==> config.mk <==
export PLATFORM = sky130hd
export DESIGN_NAME = apb_to_obi_ss_flat
export DESIGN_NICKNAME = d
export VERILOG_FILES = /design/src/rtl/apb_to_obi_ss_if.sv /design/src/rtl/apb_to_obi_ss.sv /design/src/flat_wrapper.sv
export SDC_FILE = /design/constraint.sdc
export NUM_CORES = 1
export LEC_CHECK = 0
export ABC_AREA = 1
export CAP_MARGIN = 40
export CORE_MARGIN = 2
export CORE_UTILIZATION = 34
export CTS_CLUSTER_DIAMETER = 40
export DETAILED_ROUTE_END_ITERATION = 8
export PLACE_DENSITY = 0.76
export RECOVER_POWER = 100
export SLEW_MARGIN = 5
export SYNTH_ARGS = -nofsm -noshare
export SYNTH_HDL_FRONTEND = slang
export SYNTH_SLANG_ARGS = --single-unit
==> constraint.sdc <==
create_clock -name clk -period 1.5 [get_ports clk]
set_clock_uncertainty 0.05 [all_clocks]
set_input_delay 0.225 -clock clk [delete_from_list [all_inputs] [get_ports clk]]
set_output_delay 0.225 -clock clk [all_outputs]
set_load 0.005 [all_outputs]
==> src/rtl/apb_to_obi_ss_if.sv <==
// Signal bundle for the APB-to-OBI bridge: APB completer side plus OBI initiator side.
// slave = bridge view; master = view of the surrounding APB master and OBI target.
interface apb_to_obi_ss_if #(
    parameter int APB_AW  = 32,
    parameter int APB_DW  = 32,
    parameter int OBI_AW  = 32,
    parameter int OBI_DW  = 32,
    parameter int OBI_IDW = 1
);
    logic [APB_AW-1:0]   APB_PADDR;
    logic                APB_PSEL;
    logic                APB_PENABLE;
    logic                APB_PWRITE;
    logic [APB_DW-1:0]   APB_PWDATA;
    logic [APB_DW/8-1:0] APB_PSTRB;
    logic                APB_PREADY;
    logic [APB_DW-1:0]   APB_PRDATA;
    logic                APB_PSLVERR;

    logic                obi_req;
    logic                obi_gnt;
    logic [OBI_AW-1:0]   obi_addr;
    logic                obi_we;
    logic [OBI_DW/8-1:0] obi_be;
    logic [OBI_DW-1:0]   obi_wdata;
    logic [OBI_IDW-1:0]  obi_aid;
    logic                obi_rvalid;
    logic                obi_rready;
    logic [OBI_DW-1:0]   obi_rdata;
    logic                obi_err;
    logic [OBI_IDW-1:0]  obi_rid;
    logic                obi_reqpar;
    logic                obi_gntpar;
    logic                obi_rvalidpar;
    logic                obi_rreadypar;

    modport slave (
        input  APB_PADDR, APB_PSEL, APB_PENABLE, APB_PWRITE, APB_PWDATA, APB_PSTRB,
        output APB_PREADY, APB_PRDATA, APB_PSLVERR,
        output obi_req, obi_addr, obi_we, obi_be, obi_wdata, obi_aid, obi_rready,
        output obi_reqpar, obi_rreadypar,
        input  obi_gnt, obi_rvalid, obi_rdata, obi_err, obi_rid, obi_gntpar, obi_rvalidpar
    );

    modport master (
        output APB_PADDR, APB_PSEL, APB_PENABLE, APB_PWRITE, APB_PWDATA, APB_PSTRB,
        input  APB_PREADY, APB_PRDATA, APB_PSLVERR,
        input  obi_req, obi_addr, obi_we, obi_be, obi_wdata, obi_aid, obi_rready,
        input  obi_reqpar, obi_rreadypar,
        output obi_gnt, obi_rvalid, obi_rdata, obi_err, obi_rid, obi_gntpar, obi_rvalidpar
    );
endinterface

==> src/rtl/apb_to_obi_ss.sv <==
// APB completer to OBI initiator bridge, one outstanding transfer per APB access.
// Optional OBI handshake parity checking/generation: define APB_TO_OBI_PARITY_EN.
module apb_to_obi_ss #(
    parameter int                 APB_AW      = 32,
    parameter int                 APB_DW      = 32,
    parameter int                 OBI_AW      = 32,
    parameter int                 OBI_DW      = 32,
    parameter int                 OBI_IDW     = 1,
    parameter logic [OBI_IDW-1:0] OBI_AID     = '0,
    parameter logic [31:0]        ADDR_OFFSET = 32'h0105_0000
) (
    input  logic           clk,
    input  logic           reset,
    apb_to_obi_ss_if.slave bus,
    output logic [1:0]     o_dbg_state
);
    // Handshakes: OBI address phase completes on req & gnt, OBI response on rvalid & rready;
    // the APB transfer completes in the single cycle PREADY is high while PSEL & PENABLE.
    typedef enum logic [1:0] {
        S_IDLE = 2'd0,
        S_REQ  = 2'd1,
        S_RSP  = 2'd2,
        S_DONE = 2'd3
    } state_t;

    state_t              r_state;
    state_t              w_state_nxt;
    logic                r_abort;
    logic                w_abort;
    logic                w_rsp_hs;
    logic                w_rsp_ok;
    logic                w_par_flag;
    logic                r_req;
    logic                r_rready;
    logic                r_we;
    logic [OBI_AW-1:0]   r_addr;
    logic [OBI_DW/8-1:0] r_be;
    logic [OBI_DW-1:0]   r_wdata;
    logic                r_pready;
    logic [APB_DW-1:0]   r_prdata;
    logic                r_pslverr;

    // An APB master that let go of PSEL mid-transfer no longer wants the result.
    assign w_abort  = r_abort || !bus.APB_PSEL;
    assign w_rsp_hs = (r_state == S_RSP) && bus.obi_rvalid;
    assign w_rsp_ok = w_rsp_hs && !w_abort;

    always_comb begin
        w_state_nxt = r_state;
        case (r_state)
            S_IDLE:  if (bus.APB_PSEL) w_state_nxt = S_REQ;
            S_REQ:   if (bus.obi_gnt) w_state_nxt = S_RSP;
            S_RSP:   if (bus.obi_rvalid) w_state_nxt = w_abort ? S_IDLE : S_DONE;
            default: w_state_nxt = S_IDLE;
        endcase
    end

    always_ff @(posedge clk) begin
        if (reset) begin
            r_state   <= S_IDLE;
            r_abort   <= 1'b0;
            r_req     <= 1'b0;
            r_rready  <= 1'b0;
            r_we      <= 1'b0;
            r_addr    <= '0;
            r_be      <= '0;
            r_wdata   <= '0;
            r_pready  <= 1'b0;
            r_prdata  <= '0;
            r_pslverr <= 1'b0;
        end else begin
            r_state   <= w_state_nxt;
            r_req     <= (w_state_nxt == S_REQ);
            r_rready  <= (w_state_nxt == S_RSP);
            r_pready  <= w_rsp_ok;
            r_pslverr <= w_rsp_ok && (bus.obi_err || w_par_flag);
            r_prdata  <= (w_rsp_ok && !r_we) ? bus.obi_rdata : '0;
            // Payload is captured once at the start; APB inputs are ignored afterwards.
            if ((r_state == S_IDLE) && bus.APB_PSEL) begin
                r_abort <= 1'b0;
                r_we    <= bus.APB_PWRITE;
                r_addr  <= OBI_AW'(ADDR_OFFSET) + OBI_AW'(bus.APB_PADDR);
                r_be    <= bus.APB_PWRITE ? bus.APB_PSTRB : '1;
                r_wdata <= bus.APB_PWDATA;
            end else if (((r_state == S_REQ) || (r_state == S_RSP)) && !bus.APB_PSEL) begin
                r_abort <= 1'b1;
            end
        end
    end

`ifdef APB_TO_OBI_PARITY_EN
    logic r_par_err;
    logic r_reqpar;
    logic r_rreadypar;
    logic w_par_bad;
    logic w_unused;

    // Parity lines are complements; equality with the data line means corruption.
    assign w_par_bad  = ((r_state == S_REQ) && (bus.obi_gntpar == bus.obi_gnt)) ||
                        ((r_state == S_RSP) && (bus.obi_rvalidpar == bus.obi_rvalid));
    assign w_par_flag = r_par_err || w_par_bad;

    always_ff @(posedge clk) begin
        if (reset) begin
            r_par_err   <= 1'b0;
            r_reqpar    <= 1'b1;
            r_rreadypar <= 1'b1;
        end else begin
            r_reqpar    <= (w_state_nxt != S_REQ);
            r_rreadypar <= (w_state_nxt != S_RSP);
            if (w_rsp_hs || (r_state == S_IDLE)) begin
                r_par_err <= 1'b0;
            end else if (w_par_bad) begin
                r_par_err <= 1'b1;
            end
        end
    end

    assign bus.obi_reqpar    = r_reqpar;
    assign bus.obi_rreadypar = r_rreadypar;
    assign w_unused          = ^{bus.obi_rid, bus.APB_PENABLE};
`else
    logic w_unused;

    assign w_par_flag        = 1'b0;
    assign bus.obi_reqpar    = 1'b1;
    assign bus.obi_rreadypar = 1'b1;
    assign w_unused          = ^{bus.obi_rid, bus.APB_PENABLE, bus.obi_gntpar, bus.obi_rvalidpar};
`endif

    assign bus.APB_PREADY  = r_pready;
    assign bus.APB_PRDATA  = r_prdata;
    assign bus.APB_PSLVERR = r_pslverr;
    assign bus.obi_req     = r_req;
    assign bus.obi_addr    = r_addr;
    assign bus.obi_we      = r_we;
    assign bus.obi_be      = r_be;
    assign bus.obi_wdata   = r_wdata;
    assign bus.obi_aid     = OBI_AID;
    assign bus.obi_rready  = r_rready;
    assign o_dbg_state     = r_state;
endmodule
==> src/flat_wrapper.sv <==
// flat-port wrapper written by rule: the top's interface ports become plain ports
module apb_to_obi_ss_flat 
#(
    parameter int                 APB_AW      = 32,
    parameter int                 APB_DW      = 32,
    parameter int                 OBI_AW      = 32,
    parameter int                 OBI_DW      = 32,
    parameter int                 OBI_IDW     = 1,
    parameter logic [OBI_IDW-1:0] OBI_AID     = '0,
    parameter logic [31:0]        ADDR_OFFSET = 32'h0105_0000
)
  (clk, reset, o_dbg_state, bus_APB_PADDR, bus_APB_PSEL, bus_APB_PENABLE, bus_APB_PWRITE, bus_APB_PWDATA, bus_APB_PSTRB, bus_APB_PREADY, bus_APB_PRDATA, bus_APB_PSLVERR, bus_obi_req, bus_obi_addr, bus_obi_we, bus_obi_be, bus_obi_wdata, bus_obi_aid, bus_obi_rready, bus_obi_reqpar, bus_obi_rreadypar, bus_obi_gnt, bus_obi_rvalid, bus_obi_rdata, bus_obi_err, bus_obi_rid, bus_obi_gntpar, bus_obi_rvalidpar);
  apb_to_obi_ss_if #(.APB_AW(APB_AW), .APB_DW(APB_DW), .OBI_AW(OBI_AW), .OBI_DW(OBI_DW), .OBI_IDW(OBI_IDW)) bus_i ();
  input  logic clk;
  input  logic reset;
  output logic [1:0] o_dbg_state;
  input wire logic [$bits(bus_i.APB_PADDR)-1:0] bus_APB_PADDR;
  input wire logic [$bits(bus_i.APB_PSEL)-1:0] bus_APB_PSEL;
  input wire logic [$bits(bus_i.APB_PENABLE)-1:0] bus_APB_PENABLE;
  input wire logic [$bits(bus_i.APB_PWRITE)-1:0] bus_APB_PWRITE;
  input wire logic [$bits(bus_i.APB_PWDATA)-1:0] bus_APB_PWDATA;
  input wire logic [$bits(bus_i.APB_PSTRB)-1:0] bus_APB_PSTRB;
  output wire logic [$bits(bus_i.APB_PREADY)-1:0] bus_APB_PREADY;
  output wire logic [$bits(bus_i.APB_PRDATA)-1:0] bus_APB_PRDATA;
  output wire logic [$bits(bus_i.APB_PSLVERR)-1:0] bus_APB_PSLVERR;
  output wire logic [$bits(bus_i.obi_req)-1:0] bus_obi_req;
  output wire logic [$bits(bus_i.obi_addr)-1:0] bus_obi_addr;
  output wire logic [$bits(bus_i.obi_we)-1:0] bus_obi_we;
  output wire logic [$bits(bus_i.obi_be)-1:0] bus_obi_be;
  output wire logic [$bits(bus_i.obi_wdata)-1:0] bus_obi_wdata;
  output wire logic [$bits(bus_i.obi_aid)-1:0] bus_obi_aid;
  output wire logic [$bits(bus_i.obi_rready)-1:0] bus_obi_rready;
  output wire logic [$bits(bus_i.obi_reqpar)-1:0] bus_obi_reqpar;
  output wire logic [$bits(bus_i.obi_rreadypar)-1:0] bus_obi_rreadypar;
  input wire logic [$bits(bus_i.obi_gnt)-1:0] bus_obi_gnt;
  input wire logic [$bits(bus_i.obi_rvalid)-1:0] bus_obi_rvalid;
  input wire logic [$bits(bus_i.obi_rdata)-1:0] bus_obi_rdata;
  input wire logic [$bits(bus_i.obi_err)-1:0] bus_obi_err;
  input wire logic [$bits(bus_i.obi_rid)-1:0] bus_obi_rid;
  input wire logic [$bits(bus_i.obi_gntpar)-1:0] bus_obi_gntpar;
  input wire logic [$bits(bus_i.obi_rvalidpar)-1:0] bus_obi_rvalidpar;
  assign bus_i.APB_PADDR = bus_APB_PADDR;
  assign bus_i.APB_PSEL = bus_APB_PSEL;
  assign bus_i.APB_PENABLE = bus_APB_PENABLE;
  assign bus_i.APB_PWRITE = bus_APB_PWRITE;
  assign bus_i.APB_PWDATA = bus_APB_PWDATA;
  assign bus_i.APB_PSTRB = bus_APB_PSTRB;
  assign bus_APB_PREADY = bus_i.APB_PREADY;
  assign bus_APB_PRDATA = bus_i.APB_PRDATA;
  assign bus_APB_PSLVERR = bus_i.APB_PSLVERR;
  assign bus_obi_req = bus_i.obi_req;
  assign bus_obi_addr = bus_i.obi_addr;
  assign bus_obi_we = bus_i.obi_we;
  assign bus_obi_be = bus_i.obi_be;
  assign bus_obi_wdata = bus_i.obi_wdata;
  assign bus_obi_aid = bus_i.obi_aid;
  assign bus_obi_rready = bus_i.obi_rready;
  assign bus_obi_reqpar = bus_i.obi_reqpar;
  assign bus_obi_rreadypar = bus_i.obi_rreadypar;
  assign bus_i.obi_gnt = bus_obi_gnt;
  assign bus_i.obi_rvalid = bus_obi_rvalid;
  assign bus_i.obi_rdata = bus_obi_rdata;
  assign bus_i.obi_err = bus_obi_err;
  assign bus_i.obi_rid = bus_obi_rid;
  assign bus_i.obi_gntpar = bus_obi_gntpar;
  assign bus_i.obi_rvalidpar = bus_obi_rvalidpar;
  apb_to_obi_ss #(.APB_AW(APB_AW), .APB_DW(APB_DW), .OBI_AW(OBI_AW), .OBI_DW(OBI_DW), .OBI_IDW(OBI_IDW), .OBI_AID(OBI_AID), .ADDR_OFFSET(ADDR_OFFSET)) u_core (.clk(clk), .reset(reset), .bus(bus_i), .o_dbg_state(o_dbg_state));
endmodule
==> flow_metrics.env, run 1 <==
export IMPL_grt_pass1_wl_mm=18.76
export IMPL_finalWorstPathRequiredPeriod_ps=1469
export IMPL_drc=0
export IMPL_ys_seq_area_frac=0.5589
export IMPL_cts_made_buffers=9
export IMPL_synth_cell_types=29
export IMPL_place_gp_congestion=0.9144
export IMPL_initial_utilization=0.3522
export IMPL_drive_gt1_frac=0.1353
export IMPL_grt_antenna_before_repair=0
export IMPL_ys_ff_latch=108
export IMPL_top_layer_used="met4"
export IMPL_cpLargestDelayFamily="buffers and inverters"
export IMPL_synth_top_family_by_area="simple AND/OR/NAND/NOR gates"
export IMPL_clk_insertion_delay_late_ps=340
export IMPL_critPathLaunchType="flip-flop"
export IMPL_synth_cells=423
export IMPL_p_leak_nw=2.997
export IMPL_finalSetupTns_ps=0
export IMPL_syn_area_per_cell_um2=9.146
export IMPL_die_height_um=110.7
export IMPL_p_sw_frac=0.2444
export IMPL_viasPerCell=4.684
export IMPL_dr_pass1_iters=4
export IMPL_worstPathCellList="clkdlybuf4s50_1"
export IMPL_wl_per_cell_um=15.21
export IMPL_synthesis_area_um2=3869
export IMPL_ctsLongestPathBuffers=2
export IMPL_postCtsHoldBufs=0
export IMPL_dieArea_um2=12250
export IMPL_rrSetupSlack_ps=40
export IMPL_place_port_buffers=213
export IMPL_drt_iter0_drc=152
export IMPL_cp_required_ps=1220
export IMPL_met2WireLength_mm=6.126
export IMPL_power_density_nw_per_um2=1038
export IMPL_cts_htree_levels=3
export IMPL_cp_arrival_ps=1190
export IMPL_cp_slowest_cell="clkdlybuf4s50_1"
export IMPL_cts_tree="done"
export IMPL_cpPeakStageDelay_ps=510
export IMPL_worstSetupEndpoint="bus_obi_addr[9]"
export IMPL_p_int_w=0.005366
export IMPL_fin_nets=791
export IMPL_die_x_um=110.7
export IMPL_reg2reg_depth=8
export IMPL_whs_ps=346.9
export IMPL_hold_viol_final=0
export IMPL_slew_viol_final=0
export IMPL_timing_final_crit_share=0.9792
export IMPL_setup_viol=0
export IMPL_synth_adder_area_share=0.01617
export IMPL_total_power_w=0.007102
export IMPL_antenna_cells=0
export IMPL_status="finished clean"
export IMPL_layout_cells_most_common="clkdlybuf4s50_1"
export IMPL_std_cell_rows=38
export IMPL_worstSetupPathType="reg -> out"
export IMPL_place_hpwl_mm=8.957
export IMPL_clock_sinks=108
export IMPL_grt_ovfl_total=0
export IMPL_muxShareOfSynthArea=0
export IMPL_critPathCaptureType="output pin"
export IMPL_synth_compound_area_share=0.1585
export IMPL_crit_buf_inv=1
export IMPL_synth_xor_area_frac=0.002264
export IMPL_holdCritPathClass="in -> reg"
export IMPL_grt_pass1_vias=3777
export IMPL_p_sw_w=0.001736
export IMPL_multi_input_area_um2=1349
export IMPL_final_cell_mix="172 x clkdlybuf4s50_1, 96 x dfxtp_1, 62 x nor2_1"
export IMPL_clockRootBuffer="clkbuf_16"
export IMPL_fmax_ghz=0.6808
export IMPL_synth_warnings=0
export IMPL_coreArea_um2=10980
export IMPL_seqPwrFrac=0.449
export IMPL_grtUsageTotal=0.1869
export IMPL_area_delta_synth_final_pct=76.88
export IMPL_crit_fanout=2
export IMPL_synthSimpleGateAreaFrac=0.1649
export IMPL_ant_nets=0
export IMPL_cp_num_cells=1
export IMPL_reg2reg_to="u_core.bus.obi_wdata[20]"
export IMPL_grt_max_degree=46
export IMPL_io_pins=221
export IMPL_regToRegStartpoint="u_core.o_dbg_state[0]"
export IMPL_wirelength_met1_mm=5.227
export IMPL_ir_worst_vdd_v=0.0005512
export IMPL_combPwrFrac=0.206
export IMPL_cap_viol_max_count=0
export IMPL_vias=3841
export IMPL_clk_transition_reported_paths_ps=70
export IMPL_rsz0062_at_grt="true"
export IMPL_drt_total_wl_mm=12.47
export IMPL_n_fill_cell=929
export IMPL_critical_path_startpoint="u_core.bus.obi_addr[9]"
export IMPL_clockPowerShare=0.345
export IMPL_regArea_um2=2177
export IMPL_dr_wl_met3_um=871
[synth_stat cells]
library cell | n | area, um2
a21oi_1 | 8 | 40.04
a22o_1 | 49 | 429.2
a31oi_1 | 2 | 12.51
buf_2 | 8 | 40.04
buf_4 | 5 | 37.54
buf_6 | 6 | 67.56
clkinv_1 | 1 | 3.750
conb_1 | 2 | 7.510
dfxtp_1 | 108 | 2162
ha_1 | 5 | 62.56
inv_1 | 57 | 214.0
inv_2 | 2 | 7.510
inv_4 | 1 | 6.260
nand2_1 | 51 | 191.4
nand2_2 | 2 | 12.51
nand3_1 | 21 | 105.1
nand3_2 | 1 | 10.01
nand3b_1 | 4 | 30.03
nor2_1 | 63 | 236.5
nor2_4 | 3 | 33.78
nor3_1 | 1 | 5.000
nor3b_1 | 1 | 7.510
o211ai_1 | 1 | 7.510
o21ai_0 | 13 | 65.06
o221a_2 | 4 | 45.04
o22ai_1 | 1 | 6.260
o31ai_1 | 1 | 7.510
or2_2 | 1 | 6.260
xnor2_1 | 1 | 8.760
[cell families (layout without fill, tap and decap cells)]
| family | Yosys count | in the layout |
|---|---|---|
| simple gates | 148 | 148 |
| other cells | 2 | 3 |
| flops | 108 | 108 |
| buf+inv | 80 | 336 |
| xor+xnor | 1 | 1 |
| compound gates | 79 | 79 |
| fa+ha+maj | 5 | 5 |
[layout make-up]
class                      count  area share
multi-input combinational    236      0.1971
tap                          140     0.02560
clock inverter                 5    0.008594
inverter                      61     0.03383
clock buffer                  11     0.03694
timing repair buffer         259      0.3798
sequential                   108      0.3182
[sequential cells by signal, indices dropped and copies added (netlist names)]
signal	count
u_core.bus.APB_PREADY	1
u_core.o_dbg_state	2
u_core.bus.obi_addr	32
u_core.bus.APB_PSLVERR	1
u_core.bus.obi_req	1
u_core.bus.obi_wdata	32
u_core.r_abort	1
u_core.bus.APB_PRDATA	32
u_core.bus.obi_rready	1
u_core.bus.obi_be	4
u_core.bus.obi_we	1
[per-stage QoR]
| step | std cells | instance area, um2 | util | setup slack [ps] |
|---|---|---|---|---|
| 6_report | 820 | 6843 | 0.6230 | 31.24 |
| 5_1_grt | 820 | 6843 | 0.6230 | -22.44 |
| 4_1_cts | 812 | 6671 | 0.6074 | 0.3546 |
| 3_5_place_dp | 796 | 6359 | 0.5789 | -254.0 |
| 3_3_place_gp | 796 | 6359 | 0.5789 | -189.3 |
| 2_1_floorplan | 424 | 3874 | - | 1.149 |
[routing by layer]
metal | GRT usage | vias up
li1 | - | 1878
met1 | 0.2236 | 1768
met2 | 0.3157 | 173
met3 | 0.05522 | 22
met4 | 0.07333 | 0
met5 | 0 | -
[worst min-delay path by stage]
stage                     slack [ps]                         to                     from  cells past startpoint
after floorplan                  290    u_core.bus.obi_addr[16]        bus_APB_PADDR[16]                      1
after global placement           390    u_core.bus.obi_addr[27]  u_core.bus.obi_addr[27]                      2
after detailed placement         400    u_core.bus.obi_addr[27]  u_core.bus.obi_addr[27]                      2
after CTS                        340  u_core.bus.APB_PRDATA[17]        bus_obi_rdata[17]                      3
after global routing             350  u_core.bus.APB_PRDATA[17]        bus_obi_rdata[17]                      3
final                            350  u_core.bus.APB_PRDATA[17]        bus_obi_rdata[17]                      3
[power by group through the flow]
| stage | clock network (W) | logic [W] | registers (W) |
|---|---|---|---|
| floorplan | 0 | 0.000452 | 0.00326 |
| global placement | 0 | 0.00135 | 0.00324 |
| detailed placement | 0 | 0.00137 | 0.00324 |
| CTS | 0.00250 | 0.00137 | 0.00318 |
| global route | 0.00261 | 0.00157 | 0.00321 |
| finish | 0.00245 | 0.00146 | 0.00319 |
[repair_timing]
item | in CTS | in global routing
gates cloned | 0 | 6
buffers inserted | 0 | 2
pin swaps | 1 | 3
endpoints found under the setup margin | 29 | 107
resized for setup | 10 | 53
No activity file was read; power rests on OpenSTA's default activity.
==> inputs of run 2 (changes only) <==
--- a/config.mk
+++ b/config.mk
@@ -6,7 +6,6 @@
 export NUM_CORES = 1
 export LEC_CHECK = 0
 export ABC_AREA = 1
-export CAP_MARGIN = 40
 export CORE_MARGIN = 2
 export CORE_UTILIZATION = 34
 export CTS_CLUSTER_DIAMETER = 40
==> results of run 2 <==
Same layout as run 1: the final DEF is identical, and so are final timing and power.
